**config.mk**
```make
export PLATFORM = sky130hd
export DESIGN_NAME = ex_div
export DESIGN_NICKNAME = d
export VERILOG_FILES = /design/src/rtl/ex_div_pkg.sv /design/src/rtl/ex_div.sv
export SDC_FILE = /design/constraint.sdc
export NUM_CORES = 1
export LEC_CHECK = 0
export BUFFER_PORTS_ARGS = -buffer_cell sky130_fd_sc_hd__buf_2
export CORE_ASPECT_RATIO = 1.75
export CORE_UTILIZATION = 65
export DETAILED_ROUTE_END_ITERATION = 12
export PLACE_DENSITY = 0.87
export SLEW_MARGIN = 10
export SYNTH_ARGS = -nofsm -noshare
export SYNTH_HDL_FRONTEND = slang
export SYNTH_SLANG_ARGS = --single-unit
```
**constraint.sdc**
```tcl
create_clock -name clk_100MHz -period 10.35 [get_ports clk_100MHz]
set_clock_uncertainty 0.1 [all_clocks]
set_input_delay 1.035 -clock clk_100MHz [delete_from_list [all_inputs] [get_ports clk_100MHz]]
set_output_delay 1.035 -clock clk_100MHz [all_outputs]
set_load 0.05 [all_outputs]
```
**src/rtl/ex_div_pkg.sv**
```systemverilog
// Shared constants and types for the execute-stage RV32M divide unit.
package ex_div_pkg;

    // RV32M instruction fields
    localparam logic [6:0] OPCODE_OP     = 7'b0110011;
    localparam logic [6:0] FUNCT7_MULDIV = 7'b0000001;
    localparam logic [2:0] FUNCT3_DIV    = 3'b100;
    localparam logic [2:0] FUNCT3_DIVU   = 3'b101;
    localparam logic [2:0] FUNCT3_REM    = 3'b110;
    localparam logic [2:0] FUNCT3_REMU   = 3'b111;

    // Restoring divider iteration count
    localparam int         DIV_ITER  = 32;
    localparam logic [4:0] LAST_ITER = 5'(DIV_ITER - 1);

    // Common word/register constants
    localparam logic [31:0] ZERO_WORD     = 32'h0000_0000;
    localparam logic [4:0]  ZERO_REG      = 5'd0;
    localparam logic        WRITE_ENABLE  = 1'b1;
    localparam logic        WRITE_DISABLE = 1'b0;
    localparam logic        HOLD_ENABLE   = 1'b1;
    localparam logic        HOLD_DISABLE  = 1'b0;

    typedef enum logic [1:0] {
        DIV_IDLE = 2'b00,
        DIV_CALC = 2'b01,
        DIV_DONE = 2'b10
    } div_state_e;

    // True for DIV/DIVU/REM/REMU
    function automatic logic is_div_inst(input logic [31:0] inst);
        logic [2:0] f3;
        f3 = inst[14:12];
        return (inst[6:0] == OPCODE_OP) && (inst[31:25] == FUNCT7_MULDIV) &&
               ((f3 == FUNCT3_DIV) || (f3 == FUNCT3_DIVU) ||
                (f3 == FUNCT3_REM) || (f3 == FUNCT3_REMU));
    endfunction

endpackage

```
**src/rtl/ex_div.sv**
```systemverilog
// Execute-stage RV32M divide unit: 32-iteration restoring divider with
// pipeline hold while busy and a one-cycle write-back strobe when done.
module ex_div
    import ex_div_pkg::*;
(
    input  logic        clk_100MHz,
    input  logic        arst_n,
    input  logic [31:0] inst_i,
    input  logic [4:0]  reg_w_addr_i,
    input  logic [31:0] op1_i,
    input  logic [31:0] op2_i,
    input  logic        jump_ena_i,
    output logic        hold_req_o,
    output logic        busy_o,
    output logic [31:0] result_o,
    output logic        reg_w_ena_o,
    output logic [4:0]  reg_w_addr_o
);

    div_state_e state, state_next;

    // Decode of the instruction held in ID/EX
    logic [2:0]         funct3;
    logic               start;
    logic               op_signed;
    logic               op_rem;
    logic signed [31:0] op1_s;
    logic signed [31:0] op2_s;
    logic               op1_neg;
    logic               op2_neg;
    logic               div_by_zero;
    logic               div_overflow;
    logic               special;
    logic [31:0]        special_result;
    logic               unused_inst;

    // Iteration state
    logic [31:0] dividend_q;
    logic [31:0] divisor_q;
    logic [31:0] quotient_q;
    logic [31:0] remainder_q;
    logic [4:0]  count_q;
    logic [4:0]  rd_q;
    logic        rem_sel_q;
    logic        neg_quot_q;
    logic        neg_rem_q;

    // One restoring step
    logic [32:0] rem_shift;
    logic [32:0] rem_diff;
    logic        rem_ge;
    logic [31:0] rem_next;
    logic [31:0] quot_next;
    logic [31:0] final_result;

    // Two's-complement negate when requested; 0x80000000 maps onto itself
    function automatic logic [31:0] apply_sign(input logic [31:0] mag, input logic neg);
        return neg ? (~mag + 32'd1) : mag;
    endfunction

    assign funct3       = inst_i[14:12];
    assign start        = is_div_inst(inst_i);
    assign op_signed    = (funct3 == FUNCT3_DIV) || (funct3 == FUNCT3_REM);
    assign op_rem       = (funct3 == FUNCT3_REM) || (funct3 == FUNCT3_REMU);
    assign op1_s        = op1_i;
    assign op2_s        = op2_i;
    assign op1_neg      = op_signed && (op1_s < 0);
    assign op2_neg      = op_signed && (op2_s < 0);
    assign div_by_zero  = (op2_i == ZERO_WORD);
    assign div_overflow = op_signed && (op1_i == 32'h8000_0000) && (op2_i == 32'hFFFF_FFFF);
    assign special      = div_by_zero || div_overflow;
    assign unused_inst  = ^{inst_i[24:15], inst_i[11:7]};

    always_comb begin
        special_result = ZERO_WORD;
        if (div_by_zero) begin
            special_result = op_rem ? op1_i : 32'hFFFF_FFFF;
        end else begin
            special_result = op_rem ? ZERO_WORD : 32'h8000_0000;
        end
    end

    // Remainder needs 33 bits before the compare: it can reach 2*divisor-1
    assign rem_shift    = {remainder_q, dividend_q[31]};
    assign rem_diff     = rem_shift - {1'b0, divisor_q};
    assign rem_ge       = (rem_shift >= {1'b0, divisor_q});
    assign rem_next     = rem_ge ? rem_diff[31:0] : rem_shift[31:0];
    assign quot_next    = {quotient_q[30:0], rem_ge};
    assign final_result = rem_sel_q ? apply_sign(rem_next, neg_rem_q)
                                    : apply_sign(quot_next, neg_quot_q);

    assign busy_o = (state != DIV_IDLE);

    // State register
    always_ff @(posedge clk_100MHz or negedge arst_n) begin
        if (!arst_n) begin
            state <= DIV_IDLE;
        end else begin
            state <= state_next;
        end
    end

    // Next state, hold request and write-back strobe
    always_comb begin
        state_next  = state;
        hold_req_o  = HOLD_DISABLE;
        reg_w_ena_o = WRITE_DISABLE;
        case (state)
            DIV_IDLE: begin
                if (start && !jump_ena_i) begin
                    hold_req_o = HOLD_ENABLE;
                    state_next = special ? DIV_DONE : DIV_CALC;
                end
            end
            DIV_CALC: begin
                hold_req_o = HOLD_ENABLE;
                if (jump_ena_i) begin
                    state_next = DIV_IDLE;
                end else if (count_q == LAST_ITER) begin
                    state_next = DIV_DONE;
                end
            end
            DIV_DONE: begin
                reg_w_ena_o = jump_ena_i ? WRITE_DISABLE : WRITE_ENABLE;
                state_next  = DIV_IDLE;
            end
            default: state_next = DIV_IDLE;
        endcase
    end

    // Operand latch, restoring iteration and registered result
    always_ff @(posedge clk_100MHz or negedge arst_n) begin
        if (!arst_n) begin
            dividend_q   <= ZERO_WORD;
            divisor_q    <= ZERO_WORD;
            quotient_q   <= ZERO_WORD;
            remainder_q  <= ZERO_WORD;
            count_q      <= 5'd0;
            rd_q         <= ZERO_REG;
            rem_sel_q    <= 1'b0;
            neg_quot_q   <= 1'b0;
            neg_rem_q    <= 1'b0;
            result_o     <= ZERO_WORD;
            reg_w_addr_o <= ZERO_REG;
        end else begin
            case (state)
                DIV_IDLE: begin
                    if (start && !jump_ena_i) begin
                        rd_q        <= reg_w_addr_i;
                        rem_sel_q   <= op_rem;
                        neg_quot_q  <= op1_neg ^ op2_neg;
                        neg_rem_q   <= op1_neg;
                        dividend_q  <= apply_sign(op1_i, op1_neg);
                        divisor_q   <= apply_sign(op2_i, op2_neg);
                        quotient_q  <= ZERO_WORD;
                        remainder_q <= ZERO_WORD;
                        count_q     <= 5'd0;
                        if (special) begin
                            result_o     <= special_result;
                            reg_w_addr_o <= reg_w_addr_i;
                        end
                    end
                end
                DIV_CALC: begin
                    if (!jump_ena_i) begin
                        dividend_q  <= {dividend_q[30:0], 1'b0};
                        quotient_q  <= quot_next;
                        remainder_q <= rem_next;
                        count_q     <= count_q + 5'd1;
                        if (count_q == LAST_ITER) begin
                            result_o     <= final_result;
                            reg_w_addr_o <= rd_q;
                        end
                    end
                end
                default: ;
            endcase
        end
    end

endmodule

```
# Word-level counts from Yosys, hierarchy flattened
# Index checks and enable logic that the tools add are counted.
classes:
  n_addsub: 6
  bitwise_logic: 5
  magnitude_cmp: 3
  n_eq_ne: 16
  mux: 39
  reduce_logical: 22
ops:
  columns: ["operator", "n"]
  rows:
  - ["$mux 32", 17]
  - ["$pmux 32 s2", 3]
  - ["$add 32x1->32 const B", 4]
  - ["$not 32->32", 4]
  - ["$eq 32x32->1 const B", 2]
  - ["$lt 32x1->1 const B", 2]
  - ["$pmux 31 s2", 1]
  - ["$ge 33x32->1", 1]
  - ["$logic_not 32->1", 1]
  - ["$sub 32x32->32", 1]
  - ["$mux 31", 1]
  - ["$mux 5", 6]
  - ["$pmux 5 s2", 2]
  - ["$eq 3x3->1 const B", 4]
  - ["$mux 2", 4]
  - ["$ne 2x2->1 const B", 4]
  - ["$eq 7x1->1 const B", 1]
  - ["$eq 7x6->1 const B", 1]
  - ["$logic_and 1x1->1", 7]
  - ["$logic_or 1x1->1", 6]
  - ["$add 5x1->5 const B", 1]
  - ["$eq 5x5->1 const B", 1]
  - ["$reduce_and 5->1", 1]
  - ["$pmux 2 s2", 1]
  - ["other kinds (11)", 15]
totals:
  input_bits: 104
  register_bits: 179
  out_inout_bits: 40
  wordCells: 103

# Logic depth before layout (Yosys ltp)
logic_depth:
  ltp_word: 9
  ltp_mapped: 23
  depth_no_buf: 19

# Worst setup path before layout
# No wires, ideal clock.
synth_timing:
  path_type: "reg2reg"
  startpoint: "register remainder_q[0]"
  endpoint: "register result_o[30]"
  path_slack_ps: 5008
  path_buffers: 3
  synth_period_minus_slack_ps: 5342
  stages_incl_launch_ff: 20
  t_required_ps: 10180
  arrival_time_ps: 5171
  setup_time_ps: 70
  cell_sequence: "dfrtp_1 > ha_1 > nor2b_1 > o21bai_4 > a2111oi_4 > o21ai_2 > nand2_2 > clkbuf_1 > buf_2 > clkbuf_1 > nand2_1 > o21ai_0 > ha_1 > nand2_1 > or4b_1 > o31a_1 > a2111o_1 > or2_4 > or4_1 > nand3_1"
synth_via:
  elab_chain_len: 9
  word_cells_on_any_way: 13
  classes_between: "3 x add/sub; 1 x order compare; 7 x mux; 2 x bitwise"
synth_rtl:
  columns: ["element", "line_no", "text"]
  rows:
  - ["from (decl)", "ex_div.sv:41", "logic [31:0] remainder_q;"]
  - ["from (signal assigned)", "ex_div.sv:168", "remainder_q <= rem_next;"]
  - ["$sub 32x32->32 or $ge 33x32->1 (tied branches)", "ex_div.sv:85, ex_div.sv:86", null]
  - ["$mux 32", "ex_div.sv:87", "assign rem_next = rem_ge ? rem_diff[31:0] : rem_shift[31:0];"]
  - ["$not 32->32", "ex_div.sv:58", "return neg ? (~mag + 32'd1) : mag;"]
  - ["$add 32x1->32", "ex_div.sv:58", null]
  - ["$mux 32", "ex_div.sv:58", null]
  - ["$mux 32 (*)", "ex_div.sv:89", "assign final_result = rem_sel_q ? apply_sign(rem_next, neg_rem_q)"]
  - ["$mux 32 (*)", "ex_div.sv:170", "if (count_q == LAST_ITER) begin"]
  - ["$mux 32 (*)", "ex_div.sv:165", "if (!jump_ena_i) begin"]
  - ["$pmux 32 s2 (*)", "ex_div.sv:146", "case (state)"]
  - ["to (signal assigned)", "ex_div.sv:159", "result_o <= special_result;"]
  - ["to (signal assigned)", "ex_div.sv:171", "result_o <= final_result;"]
  - ["to (decl)", "ex_div.sv:15", "output logic [31:0] result_o,"]
# Mark *: on every way between the ends. The rest lies on a longest branch, timed or not. The select of a mux whose other input is x is not followed.
# A chain may end at the register's enable or synchronous reset.

# Final worst setup path
layout_timing:
  startpoint: "register remainder_q[5]"
  endpoint: "register result_o[30]"
# Same word-level chain as after synthesis.

==> metrics.txt <==
largest net degree at the start of global routing 100; endpoint type of the worst setup path register; Worst slew margin 21.68%; FF-to-FF Start remainder_q[5]$_DFFE_PN0P_; async set-reset flop share out of synthesis 100.0%; slowest stage delay, CP 0.60 ns; DRC 0; Detailed Route Iter0 Violations 1,220; antenna viol nets, final 0; mean post-synth cell area 8.008 sq um; Main synth FF type dfrtp_1; VDD IR max 0.0001364 V; Overall Power ~2.2 mW; routability-driven placement congestion ratio 0.9627; first-pass GRT wire length 67.53 mm; highest-count cells in the layout ignoring fill and taps 247 x nand2_1, 180 x o21ai_0, 179 x dfrtp_1; cts bufs inserted 17; CTS Hold Bufs 0; vias in the first global route 13,090; Switching Share 36.91%; DRT Pass-1 Iters 6; share of layout cells above drive strength 1 12.68%; # resized after CTS 0; top cells by area, synth dfrtp_1 34%, nand2_1 7.0%, o21ai_0 6.8%, xnor2_1 4.2%, xor2_1 3.7%; PortBufs 128; beginning of the critical path remainder_q[5]$_DFFE_PN0P_; DR vias/cell 6.808; Placeable Area 19,820 sq um; Startpoint Class register; Skew-Pair Late Insertion Delay 0.45 ns; final wirelength 42.68 mm; drt wl/cell 21.64 um; crit path DAT 6.92 ns; setup bufs post-CTS 0; Layout Nets 1,858; Die Span Y 190.8 um; status finished, final reports clean; clock power share 31.6%; top cell type's share of synthesized area 33.84%; Sink Count 179; DIE AREA about 21,000 sq um; CTS Root Cell clkbuf_16; final setup fails 0; DR vias 13,430; cell taking the most area after synthesis dfrtp_1; clock-pin slew on the worst setup and hold paths 0.07 ns; CTS tree built; Comb power frac between 30 and 40%; critical path fanouts, max 32; Seq/Total Area, Yosys 33.84%; Syn-to-layout area delta 9.793%; CP bufs+invs 2; P_sw 0.8017 mW; Mapped Nets around 1,800; Initial Util 66.77%; Tightest Pin Transition 1.174 ns; number of synthesized register bits 179; num ports 144; RSZ-0062 raised after global routing no; aggregate global routing overflow 0; Hold Vio Cnt, Final 0; Critical Path RT about 11 ns; f_max 150.7 MHz; H-tree Lvls 4; post-synthesis cell area 13,240 sq um; initial antenna violation count 2; Row Count 68; DP Wirelength 30.13 mm; post-layout min period 6.634 ns; startpoint of the worst hold path result_o[2]$_DFFE_PN0P_; Fin Setup TNS 0 ns; Final period util ~64%; Power Dens Cells between 100 and 150 nW/um^2; Clock Path Buffers 2; die width 109.9 um; gr usage total 42.56%; Fillers 1,569; Sequential Power Share 35.0%; HP Class register to register; Netlist cell types 93; Critical-path top delay cell o21ai_2; MaxCap Viol Count 0; post-synthesis cell count between 1,500 and 2,000; EDFF count, synth 0; Ys Warns 0; critical path class register to register; n_diodes 0; commonest non-fill, non-tap cell in the layout nand2_1; CP cell instances ha_1 > a21oi_1 > o21ai_1 > a221o_1 > o21ai_2 > nand2_2 > buf_4 > inv_2 > mux2i_1 > ha_1 > nor3b_1 > nand2_1 > nor4_1 > nand3_1 > o31a_1 > a2111o_1 > or2_4 > or4_1 > nand3_1; Int Pwr 1.370 mW; Final Slew Violations 0; Pleak around 6.4 nW; kind of cell adding the most delay to the critical path compound AO/OA/AOI/OAI gates
==> routing by layer <==
layer | track usage, % | vias to the layer above | share of wire [%]
li1 | - | 6151 | -
met1 | 47.00 | 6364 | 35
met2 | 68.49 | 697 | 49
met3 | 9.364 | 211 | 7.7
met4 | 35.38 | 2 | 8.7
met5 | 0 | - | 0.028
==> metrics by stage <==
stage          instance area, sq um  instances  util (%)  setup WS [ns]  hold slack (ns)
2_1_floorplan                 13240       1653         -          5.008           0.3450
3_3_place_gp                  13920       1940     70.23          3.951           0.3500
3_5_place_dp                  13920       1940     70.23          3.883           0.3590
4_1_cts                       14530       1972     73.31          3.841           0.3736
5_1_grt                       14530       1972     73.31          3.459           0.4073
6_report                      14530       1972     73.31          3.716           0.3735
==> cells in the mapped netlist (12+ instances only) <==
cell / instances
a211oi_1: 14
a21o_1: 15
a21oi_1: 84
a22oi_1: 28
and3_1: 12
buf_1: 12
buf_2: 16
clkbuf_1: 69
dfrtp_1: 179
ha_1: 39
inv_1: 59
mux2i_1: 26
nand2_1: 247
nand3_1: 88
nand4_1: 25
nor2_1: 92
nor3_1: 35
nor4_1: 20
o21a_1: 13
o21ai_0: 180
o221ai_1: 12
o31ai_1: 34
o41ai_1: 13
or2_2: 12
or3_1: 26
or4_1: 20
xnor2_1: 64
xor2_1: 56
==> power groups by stage <==
stage / Sequential, mW / Clock (mW) / Combinational, mW
finish: 0.760 / 0.687 / 0.724
CTS: 0.758 / 0.690 / 0.705
floorplan: 0.772 / 0 / 0.499
detailed placement: 0.771 / 0 / 0.697
global route: 0.763 / 0.712 / 0.791
global placement: 0.770 / 0 / 0.687
==> state kept, by name (all words and copies together), names as in the netlist <==
name and count:
state 2, remainder_q 32, reg_w_addr_o 5, dividend_q 32, neg_quot_q 1, divisor_q 32
rd_q 5, quotient_q 31, result_o 32, neg_rem_q 1, rem_sel_q 1, count_q 5
==> area by class of cell <==
type,instances,area (sq um),area share (%)
multi-input cells,1314,8167,56.19
flip-flops and latches,179,4479,30.82
repair buffers,140,737.0,5.071
clock buffers,19,452.9,3.117
well taps,245,306.5,2.109
inverters,62,232.7,1.601
clock inverters,13,157.7,1.085
==> logic make-up after synthesis <==
family,after synthesis,synth area share [%]
simple gates,626,22.79
compound gates,496,24.40
flops,179,33.84
buf+inv,160,4.717
xor+xnor,120,7.940
fa+ha+maj,40,3.838
mux,32,2.477
==> tightest hold or removal path: stages (launching register included) <==
cell and delay, ns:
dfrtp_1 0.34, nand2_1 0.05, nand2_1 0.05
==> final timing paths <==
kind / slack (ns) / depth (start not counted) / to
max in group asynchronous: 7.92 / 2 / quotient_q[18]$_DFFE_PN0P_
max: 3.72 / 19 / result_o[30]$_DFFE_PN0P_
max reg2reg: 3.72 / 19 / result_o[30]$_DFFE_PN0P_
min in group asynchronous: 0.59 / 1 / divisor_q[18]$_DFFE_PN0P_
min: 0.37 / 2 / result_o[2]$_DFFE_PN0P_
min reg2reg: 0.37 / 2 / result_o[2]$_DFFE_PN0P_
Note: power is estimated with default switching activity, not from simulation.
